===== src/rtl/layer_sequencer.sv =====
// Layer sequencer: walks a network pass layer by layer over the shared input_node_timer.
// Optional RUN watchdog is enabled by defining LAYER_SEQ_WDOG_EN.
module layer_sequencer #(
  parameter int MAX_LAYERS = 4,
  parameter int LAYER_W    = 2,
  parameter int CNT_W      = 7
) (
  input  logic               clk,
  input  logic               n_rst,
  input  logic               cfg_we,
  input  logic [LAYER_W-1:0] cfg_layer,
  input  logic [CNT_W-1:0]   cfg_size,
  input  logic [LAYER_W:0]   num_layers,
  input  logic               start,
  input  logic               abort,
  input  logic               coef_ready,
  input  logic               n_start_done,
  output logic [CNT_W-1:0]   max_input,
  output logic               timer_clr,
  output logic               coef_req,
  output logic [LAYER_W-1:0] layer_idx,
  output logic               busy,
  output logic               net_done,
  output logic               err
);

  typedef enum logic [2:0] {
    S_IDLE, S_LOAD, S_REQ, S_RUN, S_NEXT, S_DONE, S_ERR
  } state_t;

  localparam logic [LAYER_W:0]   MAX_L = (LAYER_W+1)'(MAX_LAYERS);
  localparam logic [LAYER_W:0]   N_ONE = (LAYER_W+1)'(1);
  localparam logic [LAYER_W-1:0] L_ONE = LAYER_W'(1);

  state_t             state;
  logic [CNT_W-1:0]   tbl [MAX_LAYERS];
  logic [LAYER_W:0]   num_q;
  logic               run_first;
  logic               start_ok;
  logic               last_layer;
  logic               wd_hit;

  assign start_ok   = start && (num_layers != '0) && (num_layers <= MAX_L);
  assign last_layer = ({1'b0, layer_idx} == (num_q - N_ONE));

`ifdef LAYER_SEQ_WDOG_EN
  localparam logic [CNT_W+1:0] WD_ONE = (CNT_W+2)'(1);
  localparam logic [CNT_W+1:0] WD_OFS = (CNT_W+2)'(8);
  logic [CNT_W+1:0] wd_cnt;
  logic [CNT_W+1:0] wd_limit;

  assign wd_limit = {1'b0, max_input, 1'b0} + WD_OFS;
  assign wd_hit   = (state == S_RUN) && ((wd_cnt + WD_ONE) == wd_limit);

  // Zero outside RUN, so every entry into RUN starts a fresh count.
  always_ff @(posedge clk or negedge n_rst) begin
    if (!n_rst)              wd_cnt <= '0;
    else if (state == S_RUN) wd_cnt <= wd_cnt + WD_ONE;
    else                     wd_cnt <= '0;
  end
`else
  assign wd_hit = 1'b0;
`endif

  always_ff @(posedge clk or negedge n_rst) begin
    if (!n_rst) begin
      for (int unsigned i = 0; i < MAX_LAYERS; i++) tbl[i] <= '0;
    end else if (cfg_we && !busy) begin
      tbl[cfg_layer] <= cfg_size;
    end
  end

  always_ff @(posedge clk or negedge n_rst) begin
    if (!n_rst) begin
      state     <= S_IDLE;
      num_q     <= '0;
      run_first <= 1'b0;
      max_input <= '0;
      timer_clr <= 1'b0;
      coef_req  <= 1'b0;
      layer_idx <= '0;
      busy      <= 1'b0;
      net_done  <= 1'b0;
      err       <= 1'b0;
    end else begin
      timer_clr <= 1'b0;
      net_done  <= 1'b0;
      if (abort && state != S_IDLE) begin
        state     <= S_IDLE;
        timer_clr <= 1'b1;
        coef_req  <= 1'b0;
        err       <= 1'b0;
        busy      <= 1'b0;
      end else begin
        case (state)
          S_IDLE, S_ERR: begin
            if (start_ok) begin
              num_q     <= num_layers;
              layer_idx <= '0;
              err       <= 1'b0;
              busy      <= 1'b1;
              timer_clr <= 1'b1;
              state     <= S_LOAD;
            end else if (start && state == S_IDLE) begin
              err   <= 1'b1;
              state <= S_ERR;
            end
          end
          // timer_clr is raised on the edge into LOAD so it is seen during LOAD;
          // the table is read on the way out so a coincident cfg write is picked up.
          S_LOAD: begin
            max_input <= tbl[layer_idx];
            if (tbl[layer_idx] == '0) begin
              err   <= 1'b1;
              busy  <= 1'b0;
              state <= S_ERR;
            end else begin
              coef_req <= 1'b1;
              state    <= S_REQ;
            end
          end
          S_REQ: begin
            if (coef_ready) begin
              coef_req  <= 1'b0;
              run_first <= 1'b1;
              state     <= S_RUN;
            end
          end
          S_RUN: begin
            run_first <= 1'b0;
            if (!coef_ready) begin
              coef_req <= 1'b1;
              state    <= S_REQ;
            end else if (n_start_done && !run_first) begin
              state <= S_NEXT;
            end else if (wd_hit) begin
              err       <= 1'b1;
              busy      <= 1'b0;
              timer_clr <= 1'b1;
              state     <= S_ERR;
            end
          end
          S_NEXT: begin
            if (last_layer) begin
              busy     <= 1'b0;
              net_done <= 1'b1;
              state    <= S_DONE;
            end else begin
              layer_idx <= layer_idx + L_ONE;
              timer_clr <= 1'b1;
              state     <= S_LOAD;
            end
          end
          S_DONE:  state <= S_IDLE;
          default: state <= S_IDLE;
        endcase
      end
    end
  end

endmodule

===== config.mk =====
export PLATFORM = sky130hd
export DESIGN_NAME = layer_sequencer
export DESIGN_NICKNAME = d
export VERILOG_FILES = /design/src/rtl/layer_sequencer.sv
export SDC_FILE = /design/constraint.sdc
export NUM_CORES = 1
export LEC_CHECK = 0
export CORE_ASPECT_RATIO = 1.1
export CORE_MARGIN = 8
export CORE_UTILIZATION = 53
export CTS_CLUSTER_SIZE = 28
export DETAILED_ROUTE_END_ITERATION = 8
export MAX_ROUTING_LAYER = met4
export PLACE_DENSITY = 0.84
export SLEW_MARGIN = 10
export SYNTH_ARGS = -nofsm -noshare
export SYNTH_HDL_FRONTEND = slang
export SYNTH_SLANG_ARGS = --single-unit

===== constraint.sdc =====
create_clock -name clk -period 2.35 [get_ports clk]
set_input_delay 0.3525 -clock clk [delete_from_list [all_inputs] [get_ports clk]]
set_output_delay 0.3525 -clock clk [all_outputs]
set_load 0.05 [all_outputs]

Word-level counts from Yosys, hierarchy flattened

Cells that the tools add are included.

Bits in registers: 49
Output and inout bits: 14

Reduce and logical (&&, ||, !) cells: 27
Bitwise gates (word level): 3
$add $sub $neg: 2
Muxes and demuxes: 42
Order comparisons: 4
Equal/unequal tests: 17

Operators with widths:

| cell                 | count |
|---|---|
| $bwmux W28           | 1 |
| $mux W3              | 8 |
| $mux W7              | 3 |
| $mux W1              | 19 |
| $ne A3 B3 Y1 const B | 6 |
| $pmux W3 S5          | 1 |
| $bmux W7 S2          | 1 |
| $demux W7 S2         | 1 |
| $reduce_and A3 Y1    | 4 |
| $reduce_and A4 Y1    | 3 |
| $reduce_bool A3 Y1   | 3 |
| $ne A4 B4 Y1 const B | 2 |
| $reduce_bool A4 Y1   | 2 |
| $logic_and A1 B1 Y1  | 7 |
| $logic_not A7 Y1     | 1 |
| $eq A3 B2 Y1 const B | 2 |
| $eq A3 B3 Y1 const B | 2 |
| $ge A3 B3 Y1 const B | 2 |
| $ne A2 B2 Y1 const B | 3 |
| $not A2 Y3           | 2 |
| $pmux W1 S2          | 3 |
| $pmux W1 S3          | 2 |
| $mux W2              | 2 |
| $pmux W2 S2          | 1 |
| 12 further kinds     | 14 |

Depth between registers and ports, before layout

Depth in word-level cells: 8
Mapped depth: 7
Mapped depth without buffers: 7

Worst setup path after synthesis

No wires, ideal clock.

Path kind: reg-to-reg
Start: register layer_idx[0]
End: register coef_req
Stages on the path, launching flop included: 7
Setup time: 135 ps
Period minus slack after synthesis: 2148 ps
Path slack: 202 ps
Arrival: 2014 ps
Cells stage by stage: dfrtp_1 > buf_6 > mux4_2 > nor4_4 > nand2_2 > o2111ai_2 > o211ai_1

Word-level cells in the longest chain between the ends: 7

Ends and longest elaborated chain:

| what                                       | line | source |
|---|---|---|
| start: declaration                         | 21   | `output logic [LAYER_W-1:0] layer_idx,` |
| start signal: assignment                   | 149  | `layer_idx <= layer_idx + L_ONE;` |
| $not A2 Y3 (not written as such)           | 113  | `if (tbl[layer_idx] == '0) begin` |
| $bmux W7 S2                                | 113  |  |
| $mux W7 (not written as such) (2 in a row) | 113  |  |
| $logic_not A7 Y1                           | 113  |  |
| $ne A3 B3 Y1 (no line)                     | --   |  |
| $reduce_and A4 Y1 (no line)                | --   |  |
| end signal: assignment                     | 118  | `coef_req <= 1'b1;` |
| end signal: assignment                     | 124  | `coef_req <= 1'b0;` |
| end signal: assignment                     | 132  | `coef_req <= 1'b1;` |
| end: declaration                           | 20   | `output logic coef_req,` |

No other way between the ends. The select of a mux whose other input is x is not followed.
A chain may end at the register's enable or synchronous reset.

Worst setup path after layout

Start: register layer_idx[1]
End: output layer_idx[1]

No word-level cell between the ends.

==> flow_summary.json <==
{
  "outcome": "completed",
  "clockBufferDepth": 2,
  "cts_made_buffers": 5,
  "syn_inst": 210,
  "ys.warnings.count": 0,
  "ys_types": 46,
  "cp-startpoint": "layer_idx[1]",
  "path_cells": "clkdlybuf4s50_1",
  "antenna_cells": 0,
  "grt_antenna_before_repair": 0,
  "grt_pass1_vias": 1830,
  "ys_ff_latch": 49,
  "vias": 1787,
  "start_kind": "flop",
  "die_area_um2": 7180,
  "critical-path-slowest-cell": "clkdlybuf4s50_1",
  "clkTransAtPathRegs_ns": 0.08,
  "crit_fanout": 11,
  "crit_family": "buffers and inverters",
  "fin_crit_ns": 2.18,
  "post_cts_buffers": 0,
  "grt_max_degree": 50,
  "cts_root_buf": "clkbuf_8",
  "clk_latency_ns": 0.29,
  "ir_worst_vdd_uv": 623,
  "worst_pin_slew_ns": 0.603,
  "hold_violations": 0,
  "num_rows": 26,
  "fin_skew_ns": 0.00316,
  "grtUsageTotal_pct": 15.9,
  "end_kind": "output pin",
  "cellPowerDensity_nw_per_um2": 1300,
  "final_cell_mix": "49 x dfrtp_1, 36 x mux2_2, 31 x clkdlybuf4s50_1",
  "ctsHoldBuffers": 0,
  "leakage_nw": 1.21,
  "fin_crit_sh_pct": 92.7,
  "ys_seq_area_share_pct": 49.0,
  "hold_class": "primary input to async pin",
  "finalSetupViolations": 0,
  "cpPeakStageDelay_ns": 0.89,
  "dieWidth_um": 81.5,
  "critPathBufInv": 1,
  "routed_wl_um": 5280,
  "avgRoutedWirePerCell_um": 17.3,
  "vias_per_cell": 5.84,
  "drive_gt1_share_pct": 26.4,
  "synth_area_per_cell_um2": 11.9,
  "power_w": 0.00390,
  "first_pass_iters": 4,
  "tns_ns": 0,
  "cts_tree": "yes",
  "syn_nets": 230,
  "fin_area_um2": 3000,
  "core_um2": 4590,
  "initialDrtViolationCount": 150,
  "fmax_mhz": 459,
  "syn2layout_area_growth_pct": 20.0,
  "worstPathRequired_ns": 2.00,
  "gp_congestion": 0.934,
  "cts.htree.levels": 2,
  "grt_pass1_wl_um": 8800,
  "max_slew_margin_pct": 59.8,
  "numClockSinks": 49,
  "boundaryPins": 33,
  "fin_nets": 269,
  "die_h_um": 88.1,
  "placed_area_um2": 2920,
  "final_common_cell": "dfrtp_1",
  "r2r_start": "layer_idx[0]",
  "io_buffers": 32,
  "rsz0062_at_grt": "false",
  "crit_arrival_ns": 1.83,
  "post_cts_resized": 0,
  "maxSlewViolCount": 0,
  "synth_area_um2": 2500,
  "cap_violations": 0,
  "gr-total-overflow": 0,
  "initial_utilization_pct": 54.6,
  "hpwl_um": 3870,
  "crit_type": "flop to output pin",
  "postRouteAntennaNets": 0,
  "drc": 0
}
-- cell families after synthesis --
| group | after synthesis | synth area share [%] |
|---|---|---|
| AO/OA/AOI/OAI | 47 | 12.4 |
| XOR/XNOR | 3 | 1.05 |
| adder cells (fa/ha/maj) | 1 | 0.500 |
| buffers and inverters | 17 | 2.90 |
| flip-flops | 49 | 49.0 |
| multiplexers | 44 | 23.2 |
| AND/OR/NAND/NOR | 49 | 11.0 |
-- routing by layer --
metal | vias up | share of wire (%) | GRT usage (%)
met4 | 0 | 1.2 | 4.55
met3 | 7 | 4.8 | 3.39
li1 | 858 | - | -
met2 | 40 | 51 | 26.1
met5 | - | 0 | -
met1 | 882 | 43 | 19.2
-- sequential cells by signal (all words and copies together) (netlist names) --
register   flops
coef_req       1
max_input      7
busy           1
num_q          3
err            1
state          3
layer_idx      2
net_done       1
tbl           28
timer_clr      1
run_first      1
-- final cells by class --
cell class                 count  area [µm²]
multi-input combinational    144        1200
fill                         366        1580
tap                           56        70.1
clock buffer                   8        80.1
sequential                    49        1230
timing repair buffer          44         405
inverter                       5        18.8
-- report_power, final --
group          switching, W  internal [W]
combinational       0.00106      0.000898
sequential         0.000276       0.00120
clock              0.000257      0.000212
-- Yosys cell counts, drive strengths merged --
library cell | n | area (µm²)
nor2 | 14 | 55.1
a31oi | 5 | 31.3
a21o | 1 | 7.51
a21oi | 12 | 60.1
mux2i | 1 | 10.0
a22oi | 1 | 7.51
o22ai | 1 | 6.26
or3 | 2 | 12.5
buf | 2 | 16.3
o21a | 1 | 7.51
o21bai | 1 | 7.51
mux2 | 36 | 405
nor4bb | 2 | 20.0
a211o | 1 | 8.76
xnor2 | 1 | 8.76
mux4 | 7 | 165
a2bb2oi | 4 | 41.3
clkbuf | 10 | 37.5
ha | 1 | 12.5
nand2b | 2 | 12.5
a211oi | 1 | 7.51
o2111ai | 1 | 15.0
dfrtp | 49 | 1230
nor3 | 6 | 35.0
and2 | 1 | 6.26
nor4b | 1 | 15.0
o211ai | 2 | 15.0
nand3 | 5 | 25.0
nand4b | 1 | 8.76
xor2 | 2 | 17.5
a32oi | 1 | 8.76
a41oi | 2 | 17.5
and3 | 2 | 12.5
nand2 | 11 | 43.8
o22a | 1 | 8.76
nor4 | 1 | 21.3
nor2b | 1 | 6.26
inv | 5 | 18.8
o21ai | 12 | 60.1
-- path summary, 6_finish.rpt --
check / cells after the start / end / slack, ns
hold / removal: 2 / run_first / 0.14
hold reg to reg: 1 / tbl[14] / 0.51
setup reg to reg: 5 / coef_req / 0.26
min in group clk: 1 / tbl[14] / 0.51
max in group asynchronous: 2 / tbl[10] / 1.80
setup / recovery: 1 / layer_idx[1] / 0.17
-- stage by stage --
stage,hold WS [ns],utilization (%),setup slack [ns],std cells
after detailed placement,0.488,63.7,0.194,298
after global routing,0.202,65.5,0.123,306
after floorplan,0.0569,-,0.202,210
final,0.143,65.5,0.172,306
after CTS,0.172,65.5,0.152,306
after global placement,0.479,63.7,0.245,298
Power figures use the tool's default switching activity.
